$ cat config.mk
export PLATFORM = sky130hd
export DESIGN_NAME = freq_calc
export DESIGN_NICKNAME = d
export VERILOG_FILES = /design/src/rtl/freq_calc.sv
export SDC_FILE = /design/constraint.sdc
export NUM_CORES = 1
export LEC_CHECK = 0
export CAP_MARGIN = 20
export CORE_UTILIZATION = 60
export DETAILED_ROUTE_END_ITERATION = 10
export HOLD_SLACK_MARGIN = 0.15
export PLACE_DENSITY = 0.81
export SETUP_SLACK_MARGIN = 0.02
export SYNTH_ARGS = -nofsm -noshare
export SYNTH_HDL_FRONTEND = slang
export SYNTH_SLANG_ARGS = --single-unit
$ cat constraint.sdc
create_clock -name clk -period 3.9 [get_ports clk]
set_input_delay 0.78 -clock clk [delete_from_list [all_inputs] [get_ports clk]]
set_output_delay 0.78 -clock clk [all_outputs]
set_load 0.02 [all_outputs]
$ cat src/rtl/freq_calc.sv
// freq_calc: turns the M/N counts of an equal-precision gate counter into a
// frequency in Hz, freq = F_REF * N / M. A shift-add multiplier is followed by
// a restoring divider. The result is truncated and saturated to QW bits.
module freq_calc #(
    parameter int F_REF  = 50_000_000,
    parameter int W      = 26,
    parameter int FW     = 26,
    parameter int QW     = 32,
    parameter int SETTLE = 4
) (
    input  logic          clk,
    input  logic          rst_n,
    input  logic          gate_out,
    input  logic [W-1:0]  m_in,
    input  logic [W-1:0]  n_in,
    output logic [QW-1:0] freq,
    output logic          freq_valid,
    output logic          busy,
    output logic          err
);

    localparam int PW = W + FW;                 // product / dividend / quotient width
    localparam int CW = $clog2(PW + SETTLE + 1); // one counter serves every phase

    localparam logic [2:0] S_IDLE   = 3'd0;
    localparam logic [2:0] S_SETTLE = 3'd1;
    localparam logic [2:0] S_LATCH  = 3'd2;
    localparam logic [2:0] S_MUL    = 3'd3;
    localparam logic [2:0] S_DIV    = 3'd4;
    localparam logic [2:0] S_DONE   = 3'd5;

    localparam logic [FW-1:0] F_REF_V = FW'(F_REF);

    logic          gate_meta_reg;
    logic          gate_sync_reg;
    logic          gate_prev_reg;
    logic          gate_fall;

    logic [2:0]    state_reg;
    logic [CW-1:0] cnt_reg;
    logic [W-1:0]  m_reg;
    logic [W-1:0]  n_reg;
    // p_reg holds the product during MUL. During DIV it is the dividend: its
    // MSB is consumed each step and the new quotient bit enters at the LSB, so
    // after PW steps it holds the quotient.
    logic [PW-1:0] p_reg;
    logic [PW-1:0] a_reg;   // multiplicand, shifted left once per MUL step
    logic [W:0]    rem_reg;

    logic [W+1:0]  div_diff;
    logic          div_sub_ok;
    logic [W:0]    rem_next;
    logic [PW-1:0] quo_next;
    logic          quo_sat;

    // Bring the gate window into clk and keep one more stage to spot its fall
    always_ff @(posedge clk or negedge rst_n) begin
        if (!rst_n) begin
            gate_meta_reg <= 1'b0;
            gate_sync_reg <= 1'b0;
            gate_prev_reg <= 1'b0;
        end else begin
            gate_meta_reg <= gate_out;
            gate_sync_reg <= gate_meta_reg;
            gate_prev_reg <= gate_sync_reg;
        end
    end

    assign gate_fall = gate_prev_reg & ~gate_sync_reg;

    // One restoring-division step: shift in the next dividend bit and subtract M if it fits
    always_comb begin
        div_diff   = {rem_reg, p_reg[PW-1]} - {2'b00, m_reg};
        div_sub_ok = ~div_diff[W+1];
        rem_next   = div_sub_ok ? div_diff[W:0] : {rem_reg[W-1:0], p_reg[PW-1]};
        quo_next   = {p_reg[PW-2:0], div_sub_ok};
        quo_sat    = |quo_next[PW-1:QW];
    end

    // Sequencer: settle, latch M/N, multiply, divide, publish the result
    always_ff @(posedge clk or negedge rst_n) begin
        if (!rst_n) begin
            state_reg  <= S_IDLE;
            cnt_reg    <= '0;
            m_reg      <= '0;
            n_reg      <= '0;
            p_reg      <= '0;
            a_reg      <= '0;
            rem_reg    <= '0;
            freq       <= '0;
            freq_valid <= 1'b0;
            busy       <= 1'b0;
            err        <= 1'b0;
        end else begin
            freq_valid <= 1'b0;
            case (state_reg)
                S_IDLE: begin
                    // Falls seen in any other state are dropped on purpose
                    if (gate_fall) begin
                        state_reg <= S_SETTLE;
                        cnt_reg   <= CW'(SETTLE - 1);
                        busy      <= 1'b1;
                    end
                end
                S_SETTLE: begin
                    // Give the upstream counter time to publish its final M/N
                    if (cnt_reg == '0) begin
                        state_reg <= S_LATCH;
                    end else begin
                        cnt_reg <= cnt_reg - 1'b1;
                    end
                end
                S_LATCH: begin
                    m_reg <= m_in;
                    n_reg <= n_in;
                    if (m_in == '0) begin
                        // Division by zero: report the error without computing
                        state_reg  <= S_DONE;
                        freq       <= '1;
                        err        <= 1'b1;
                        freq_valid <= 1'b1;
                    end else begin
                        state_reg <= S_MUL;
                        cnt_reg   <= CW'(W - 1);
                        p_reg     <= '0;
                        a_reg     <= {{W{1'b0}}, F_REF_V};
                    end
                end
                S_MUL: begin
                    // LSB-first shift-add; the product never exceeds PW bits
                    if (n_reg[0]) begin
                        p_reg <= p_reg + a_reg;
                    end
                    a_reg <= a_reg << 1;
                    n_reg <= n_reg >> 1;
                    if (cnt_reg == '0) begin
                        state_reg <= S_DIV;
                        cnt_reg   <= CW'(PW - 1);
                        rem_reg   <= '0;
                    end else begin
                        cnt_reg <= cnt_reg - 1'b1;
                    end
                end
                S_DIV: begin
                    p_reg   <= quo_next;
                    rem_reg <= rem_next;
                    if (cnt_reg == '0) begin
                        // The last step's quotient goes straight to the output so
                        // freq and freq_valid are both visible in the DONE cycle
                        state_reg  <= S_DONE;
                        freq_valid <= 1'b1;
                        if (quo_sat) begin
                            freq <= '1;
                            err  <= 1'b1;
                        end else begin
                            freq <= quo_next[QW-1:0];
                            err  <= 1'b0;
                        end
                    end else begin
                        cnt_reg <= cnt_reg - 1'b1;
                    end
                end
                S_DONE: begin
                    state_reg <= S_IDLE;
                    busy      <= 1'b0;
                end
                default: begin
                    state_reg <= S_IDLE;
                    busy      <= 1'b0;
                end
            endcase
        end
    end

endmodule

==> impl_metrics.ini, run 1 <==
[place]
dp_slack_ps = 289
placed_cells_incl_taps = 1859
dpl.hpwl_mm = 21.8
io_buffers = 89
gp_congestion = 0.947
dpl_cell_area_sq_um = 14500

[routing]
wl_mm = 31.7
viasPerCell = 6.11
remaining_drc_errors = 0
ant_nets = 0
drt_pass1_iterations = 5
drt_iter0_drc = 734
via_count = 11600
wl_per_cell_um = 16.7

[worst_setup_path]
cp_cell_sequence = ha_1 > fa_1 > a211oi_1 > o21ai_1 > nand4_1 > a21boi_1 > o31ai_1 > buf_4 > o22ai_1 > o21ai_0 > mux2i_1 > o311ai_0
worst_r2r_startpoint = p_reg[7]
cp.arrival_ps = 3710
crit_start = p_reg[7]
reg2reg_slack_ps = 550
reg2regPathDepth = 12
slowest_stage = fa_1
startpoint_type = flip-flop
cp_max_fo = 4
worst-path-buf-inv = 1
crit_path_max_incr_delay_ps = 440
cp-end-kind = flip-flop
r2r-end = p_reg[51]
crit_type = flip-flop to flip-flop
crit_required_ps = 4260
crit_family = compound AO/OA/AOI/OAI gates

[power]
swShare_pct = 41.2
pwr-share-comb_pct = 45.1
power.leakage_uw = 0.00715
p_int_uw = 6630
power.switching_uw = 4650
seqPwrFrac_pct = 32.9
irDropWorstVdd_mv = 0.375
power_density_nw_per_um2 = 734
p_clk_share_pct = 22.0

[layout]
synthToLayoutAreaGrowth_pct = 15.1
largest_reg_flops = 52
fillers = 1715
fin_area_sq_um = 15400
nets = 1734
final_cells = 1903
drive_gt1_share_pct = 5.98
n_antenna_cell = 0

[floorplanning]
initial_utilization_pct = 61.2
die_area_sq_um = 22900
die_h_um = 151
ios = 90
fp.coreArea_sq_um = 21800
die_w_um = 151
row_count = 54

[clock_tree]
cts-root-buf = clkbuf_16
cts_resized = 0
clk_latency_ps = 540
htree_levels = 1
cts.sinks = 223
clkTransAtPathRegs_ps = 60
cts_hold_buf = 0
post-cts-setup-buffer-count = 0
clockBufferDepth = 3
cts_tree = done
cts_buffers = 25

[global_routing]
grt_overflow = 0
grt_start_max_net_pins = 80
grt_pass1_wl_mm = 52.4
grt.total_usage_pct = 28.1
antenna_found_initial = 0
grt_pass1_vias = 10900

[status]
status = completed

[yosys]
syn_area_sq_um = 13400
synth-seq-area-share_pct = 41.8
synthTopCellsByArea = dfrtp_1 42%, ha_1 6.6%, nand2_1 6.6%, o21ai_0 6.6%, nor2_1 4.6%
postSynth.asyncResetShare_pct = 100
synth_top_area_cell = dfrtp_1
synth.distinct_cells = 84
synth_fp_nets = 1677
avgSynthCellArea_sq_um = 8.63
synth_top_area_share_pct = 41.8
synthCells = 1549
synth_seq_cells = 223
synth_warnings = 0
synth_edf_count = 0
synthFlopType = dfrtp_1

[worst_hold_path]
min_path_type = primary input to asynchronous set/reset pin

[sta]
slew_viol_final = 0
final.setup.worst_slack_ps = 545
tightestPinTransition_ps = 966
skew_ps = 21.5
max_freq_mhz = 298
min_period_ps = 3350
maxSlewHeadroom_pct = 35.5
rsz0062_at_grt = false
min_period_over_period_pct = 86.0
fin_tns_setup_ps = 0
setup_viol = 0
hold_viol = 0
fin_hold_ws_ps = 218

[flow_run]
maxCapViolations = 0
==> stage by stage <==
| stage | utilization (%) | power [uW] |
|---|---|---|
| after floorplan | - | 7470 |
| after detailed placement | 66.5 | 8720 |
| after CTS | 70.5 | 11200 |
| final | 70.5 | 11300 |
| after global routing | 70.5 | 12100 |
| after global placement | 66.5 | 8550 |
==> metal layers <==
| layer | up-vias | wire length [um] | GRT usage [%] |
|---|---|---|---|
| met5 | - | 0 | 0 |
| met4 | 0 | 686 | 8.40 |
| met3 | 62 | 1980 | 3.28 |
| met2 | 392 | 14500 | 44.8 |
| met1 | 5532 | 14500 | 39.9 |
| li1 | 5635 | - | - |
==> synthesized netlist by cell type, drive strengths merged, types with 5 or more instances <==
master    n
inv      50
dfrtp   223
nand3    15
o21a      5
clkbuf   68
a21o     37
ha       71
nand4    12
xor2     22
and3     11
buf      14
or3       5
nor2b     9
nand2   235
a22oi    29
a211oi    9
o21bai    9
a31oi     5
mux2i    49
a221oi   21
nand2b   10
nor2    166
a22o      8
o211ai    5
nor4     16
xnor2    38
nor3     47
o31ai     8
o21ai   187
a21oi    99
==> power by group through the flow <==
stage | combinational (uW) | sequential, uW | clock, uW
after global routing | 5730 | 3790 | 2600
after CTS | 5040 | 3690 | 2520
after global placement | 4860 | 3690 | 0
after floorplan | 3920 | 3550 | 0
after detailed placement | 5000 | 3720 | 0
final | 5090 | 3710 | 2480
==> cell type report <==
| type | instances | area, sq um | area share (%) |
|---|---|---|---|
| Timing Repair Buffer | 112 | 1110 | 7.19 |
| Clock buffer | 33 | 696 | 4.52 |
| Inverter | 51 | 191 | 1.24 |
| Multi-Input combinational cell | 1193 | 7290 | 47.4 |
| Sequential cell | 223 | 5580 | 36.3 |
| Tap cell | 280 | 350 | 2.28 |
| Clock inverter | 11 | 168 | 1.09 |
==> kinds of logic after synthesis <==
family          count (synthesis)  share of synthesized area, %
compound gates                464                          21.8
buf+inv                       133                          4.11
flops                         223                          41.8
xor+xnor                       60                          3.93
mux                            50                          3.75
simple gates                  546                          17.7
fa+ha+maj                      73                          6.95
==> worst max path at each step <==
stage,endpoint,slack [ps],cells after the start
after CTS,p_reg[51],580,12
final,p_reg[51],550,12
after floorplan,p_reg[21],1130,11
after detailed placement,p_reg[51],290,10
after global routing,p_reg[51],310,12
after global placement,p_reg[51],480,10
==> cell usage in the layout (no fill, tap or decap), types with 19 or more instances in the layout <==
cell type	n
ha_1	71
a22oi_1	28
mux2i_1	49
nor3_1	46
clkbuf_16	25
a21o_1	33
a21oi_1	96
dfrtp_1	222
nand2_1	235
xor2_1	22
clkdlybuf4s50_1	88
buf_4	20
inv_1	50
nor2_1	161
a221oi_1	19
xnor2_1	38
o21ai_0	174
Note: power is estimated with default switching activity, not from simulation.
==> run 2: changes to the inputs <==
--- a/config.mk
+++ b/config.mk
@@ -5,8 +5,10 @@
 export SDC_FILE = /design/constraint.sdc
 export NUM_CORES = 1
 export LEC_CHECK = 0
+export ABC_AREA = 1
 export CAP_MARGIN = 20
-export CORE_UTILIZATION = 60
+export CORE_UTILIZATION = 61
+export CTS_CLUSTER_SIZE = 24
 export DETAILED_ROUTE_END_ITERATION = 10
 export HOLD_SLACK_MARGIN = 0.15
 export PLACE_DENSITY = 0.81
==> run 2 against run 1 <==
Compared with the run above: worst setup slack improved by 350 ps; first-iteration DRC count increased by 120%; non-clock buffer count decreased by 8; wire length increased by 36%; combinational power increased by 45%; critical endpoint is now p_reg[27]; highest routed layer unchanged.
==> impl_metrics.ini, run 2 <==
[yosys]
synth.distinct_cells = 44
yosysMostFrequentCell = nand2_1
avgSynthCellArea_sq_um = 6.66
synthFlopType = dfrtp_1
syn_area_sq_um = 15100
synth_warnings = 0
synthCells = 2266
synth_fp_nets = 2394
synth_edf_count = 0
synthTopCellsByArea = dfrtp_1 37%, nand2_1 18%, inv_1 9.9%, nor2_1 5.9%, ha_1 5.9%
yosys-top-cells-count = 717 x nand2_1, 398 x inv_1, 239 x nor2_1
synth_seq_cells = 223
synth-seq-area-share_pct = 37.0
postSynth.asyncResetShare_pct = 100
synth_top_area_cell = dfrtp_1
synth_top_area_share_pct = 37.0

[layout]
nets = 2470
drive_gt1_share_pct = 3.61
n_antenna_cell = 0
final_cells = 2681
largest_reg_flops = 52
final_common_cell = nand2_1
synthToLayoutAreaGrowth_pct = 13.4
layout_common_cells = 717 x nand2_1, 397 x inv_1, 239 x nor2_1

[sta]
final.setup.worst_slack_ps = 899
maxSlewHeadroom_pct = 39.5
setup_viol = 0
tightestPinTransition_ps = 908
min_period_over_period_pct = 76.9
max_freq_mhz = 333
fin_tns_setup_ps = 0
min_period_ps = 3000
hold_viol = 0
slew_viol_final = 0
skew_ps = 26.9
rsz0062_at_grt = false

[routing]
viasPerCell = 5.54
drt_iter0_drc = 1601
wl_mm = 43.2
drt_pass1_iterations = 6
remaining_drc_errors = 0
ant_nets = 0
via_count = 14800
wl_per_cell_um = 16.1

[floorplanning]
die_h_um = 159
die_w_um = 159
row_count = 57
die_area_sq_um = 25400
ios = 90
fp.coreArea_sq_um = 24300
initial_utilization_pct = 62.0

[worst_setup_path]
crit_required_ps = 4350
cp.arrival_ps = 3450
startpoint_type = flip-flop
cp_max_fo = 39
cp-end-kind = flip-flop
crit_type = flip-flop to flip-flop

[place]
io_buffers = 89
placed_cells_incl_taps = 2639
gp_congestion = 1.00
dpl.hpwl_mm = 31.9
dp_slack_ps = 430

[clock_tree]
cts_tree = done
clkTransAtPathRegs_ps = 60
clockBufferDepth = 3
post-cts-setup-buffer-count = 0
clk_latency_ps = 550
htree_levels = 1
cts_resized = 0
cts.sinks = 223
cts_hold_buf = 0
cts_buffers = 25
cts-root-buf = clkbuf_16

[flow_run]
maxCapViolations = 0

[global_routing]
antenna_found_initial = 0
grt_pass1_vias = 13800
grt_start_max_net_pins = 73
grt_overflow = 0
grt_pass1_wl_mm = 70.1
grt.total_usage_pct = 34.2

[worst_hold_path]
min_path_type = primary input to asynchronous set/reset pin

[power]
power_density_nw_per_um2 = 796
total_power_uw = 13600
irDropWorstVdd_mv = 0.471
power.leakage_uw = 0.00905

[status]
status = completed
[run 2: cell families after synthesis]
logic type               count (synthesis)  synth area share (%)
AO/OA/AOI/OAI                          334                  12.4
adder cells (fa/ha/maj)                 73                  6.16
flip-flops                             223                  37.0
AND/OR/NAND/NOR                       1159                  31.5
XOR/XNOR                                16                 0.929
buffers and inverters                  461                  12.1
[run 2: area by class of cell]
cell class / instances / area, sq um
multi-input combinational: 1582 / 7680
timing repair buffer: 104 / 1050
fill: 2097 / 7210
clock inverter: 14 / 224
inverter: 406 / 1530
tap: 324 / 405
clock buffer: 28 / 647
sequential: 223 / 5580
[run 2: path summary, 6_finish.rpt]
check,from,end,slack (ps),cells past startpoint
max in group asynchronous,rst_n,p_reg[26],2870,2
min in group clk,gate_meta_reg,gate_sync_reg,340,0
hold / removal,rst_n,rem_reg[15],190,1
setup reg to reg,state_reg[1],p_reg[27],900,10
hold reg to reg,gate_meta_reg,gate_sync_reg,340,0
setup / recovery,state_reg[1],p_reg[27],900,10
[run 2: critical path, stage by stage, from the launching register on]
cell     delay [ps]
dfrtp_1         420
inv_2           100
nor2_4          240
nand2_2         460
nand2_1         290
o21ai_1         100
inv_2            60
nand2_2         250
inv_2           680
nor2_1          100
a21oi_1         160
[run 2: where the power goes]
part | switching, uW | total, uW | internal, uW
clock network | 992 | 2520 | 1530
logic | 5030 | 7400 | 2370
registers | 619 | 3700 | 3080
total | 6640 | 13600 | 6970
[run 2: stage by stage]
stage	util [%]	hold slack (ps)	area, sq um
4_1_cts	70.4	218	17100
2_1_floorplan	-	331	15100
3_3_place_gp	66.8	334	16200
5_1_grt	70.4	242	17100
3_5_place_dp	66.8	336	16200
6_report	70.4	194	17100
[run 2: per-layer routing]
metal | GRT usage (%) | vias up | wire (um)
li1 | - | 7288 | -
met1 | 49.3 | 6900 | 19300
met2 | 54.5 | 591 | 19400
met3 | 4.32 | 63 | 3490
met4 | 9.31 | 0 | 977
met5 | 0 | - | 0
==> run 3: changes to the inputs <==
==> constraint.sdc (replaced) <==
create_clock -name clk -period 3.1 [get_ports clk]
set_input_delay 0.62 -clock clk [delete_from_list [all_inputs] [get_ports clk]]
set_output_delay 0.62 -clock clk [all_outputs]
set_load 0.02 [all_outputs]
==> run 3 against run 2 <==
Compared with the run above: critical path depth rose by 1; clock skew is 14 ps lower; clock power rose by 17%; count of clock-buffer cells in the layout increased by 8; via count grew 0.60%; worst setup slack worse by 520 ps; total power increased by 25%; non-clock buffer count increased by 6; maximum frequency grew 10%; utilization up 0.11 points; register-to-register slack worse by 520 ps; critical endpoint is now p_reg[35]; largest power group unchanged.
==> impl_metrics.ini, run 3 (synthesis gave the netlist of run 2 again) <==
[clock_tree]
cts_buffers = 25
cts-root-buf = clkbuf_16
cts_hold_buf = 1
post-cts-setup-buffer-count = 0
htree_levels = 1
cts_resized = 0
cts_tree = done
clkTransAtPathRegs_ps = 60
cts.sinks = 223
clockBufferDepth = 3
clk_latency_ps = 550

[floorplanning]
ios = 90
die_h_um = 159
die_w_um = 159
initial_utilization_pct = 62.0
die_area_sq_um = 25400
row_count = 57
fp.coreArea_sq_um = 24300

[place]
dpl.hpwl_mm = 33.1
io_buffers = 89
gp_congestion = 1.00
placed_cells_incl_taps = 2644

[sta]
min_period_over_period_pct = 87.8
hold_viol = 0
rsz0062_at_grt = false
max_freq_mhz = 367
maxSlewHeadroom_pct = 37.8
slew_viol_final = 0
skew_ps = 12.9
fin_tns_setup_ps = 0
min_period_ps = 2720
tightestPinTransition_ps = 933
setup_viol = 0

[global_routing]
met1_usage_pct = 51.1
gr-usage-met3_pct = 5.60
globalRoute.busiestLayer = met2
grt_pass1_vias = 14200
antenna_found_initial = 0
grt.total_usage_pct = 35.4
grt_overflow = 0
grt_start_max_net_pins = 73
grtUsageMet2_pct = 54.9
grt_pass1_wl_mm = 72.3

[routing]
ant_nets = 0
drt_pass1_iterations = 6
viasPerCell = 5.55
via_count = 14900
wl_mm = 44.2
wl_per_cell_um = 16.5
drt_iter0_drc = 1334
remaining_drc_errors = 0

[worst_setup_path]
cp_max_fo = 6
crit_path_max_incr_delay_ps = 460
crit_family = simple AND/OR/NAND/NOR gates
startpoint_type = flip-flop
cp-end-kind = flip-flop
crit_required_ps = 3560
crit_top_cell = nand3_1
crit_type = flip-flop to flip-flop
slowest_stage = fa_1
cp_cell_sequence = ha_1 > fa_1 > nand3_1 > nand3_1 > nand3_1 > nand3_1 > nand3_1 > nand2_1 > nand2_1 > nand3_1 > a21oi_1
cp.arrival_ps = 3190
worst-path-buf-inv = 0

[layout]
fillers = 2106
n_antenna_cell = 0
drive_gt1_share_pct = 3.72
final_common_cell = nand2_1
layout_common_cells = 717 x nand2_1, 397 x inv_1, 239 x nor2_1
final_cells = 2689
synthToLayoutAreaGrowth_pct = 13.6
nets = 2476
largest_reg_flops = 52

[flow_run]
maxCapViolations = 0

[worst_hold_path]
min_path_type = flip-flop to flip-flop

[power]
power_density_nw_per_um2 = 994
power.leakage_uw = 0.00909
irDropWorstVdd_mv = 0.823

[status]
status = completed
run 3: final timing paths:
kind,from,to,slack [ps],cells past startpoint
worst max-delay path,p_reg[7],p_reg[35],380,11
worst min-delay path,gate_meta_reg,gate_sync_reg,360,0
worst max register to register,p_reg[7],p_reg[35],380,11
worst min register to register,gate_meta_reg,gate_sync_reg,360,0
max in group asynchronous,rst_n,p_reg[16],1710,3
min in group asynchronous,rst_n,rem_reg[14],620,2
run 3: stage by stage:
step	area, sq um	total power (uW)	worst slack, ps	hold WS [ps]	util, %
floorplan	15100	11300	1090	324	-
global placement	16300	13500	221	335	67.1
detailed placement	16300	13800	142	343	67.1
CTS	17100	16900	460	360	70.5
global route	17100	18400	206	371	70.5
finish	17100	17000	378	359	70.5
run 3: layout make-up:
cell class | instances | area [sq um] | area share, %
well taps | 324 | 405 | 2.37
flip-flops and latches | 223 | 5580 | 32.6
multi-input cells | 1582 | 7680 | 44.8
inverters | 406 | 1530 | 8.90
clock inverters | 8 | 83.8 | 0.489
repair buffers | 110 | 1140 | 6.67
clock buffers | 36 | 717 | 4.18
run 3: worst reg2reg max path, stage by stage (launching register included):
cell and delay [ps]:
dfrtp_1 430, ha_1 280, fa_1 460, nand3_1 100, nand3_1 200, nand3_1 130
nand3_1 300, nand3_1 250, nand2_1 80, nand2_1 60, nand3_1 120, a21oi_1 220
run 3: where the power goes:
| group | switching, uW | leakage [uW] | internal, uW |
|---|---|---|---|
| registers | 806 | 0.00270 | 3870 |
| clock network | 1250 | 0.000399 | 1690 |
| logic | 6430 | 0.00599 | 2980 |
| total | 8480 | 0.00909 | 8550 |
run 3: layer usage:
metal	routed length [um]	part of all wire, %
met2	19300	44
met3	3690	8.3
met5	0	0
met1	20100	45
met4	1220	2.8
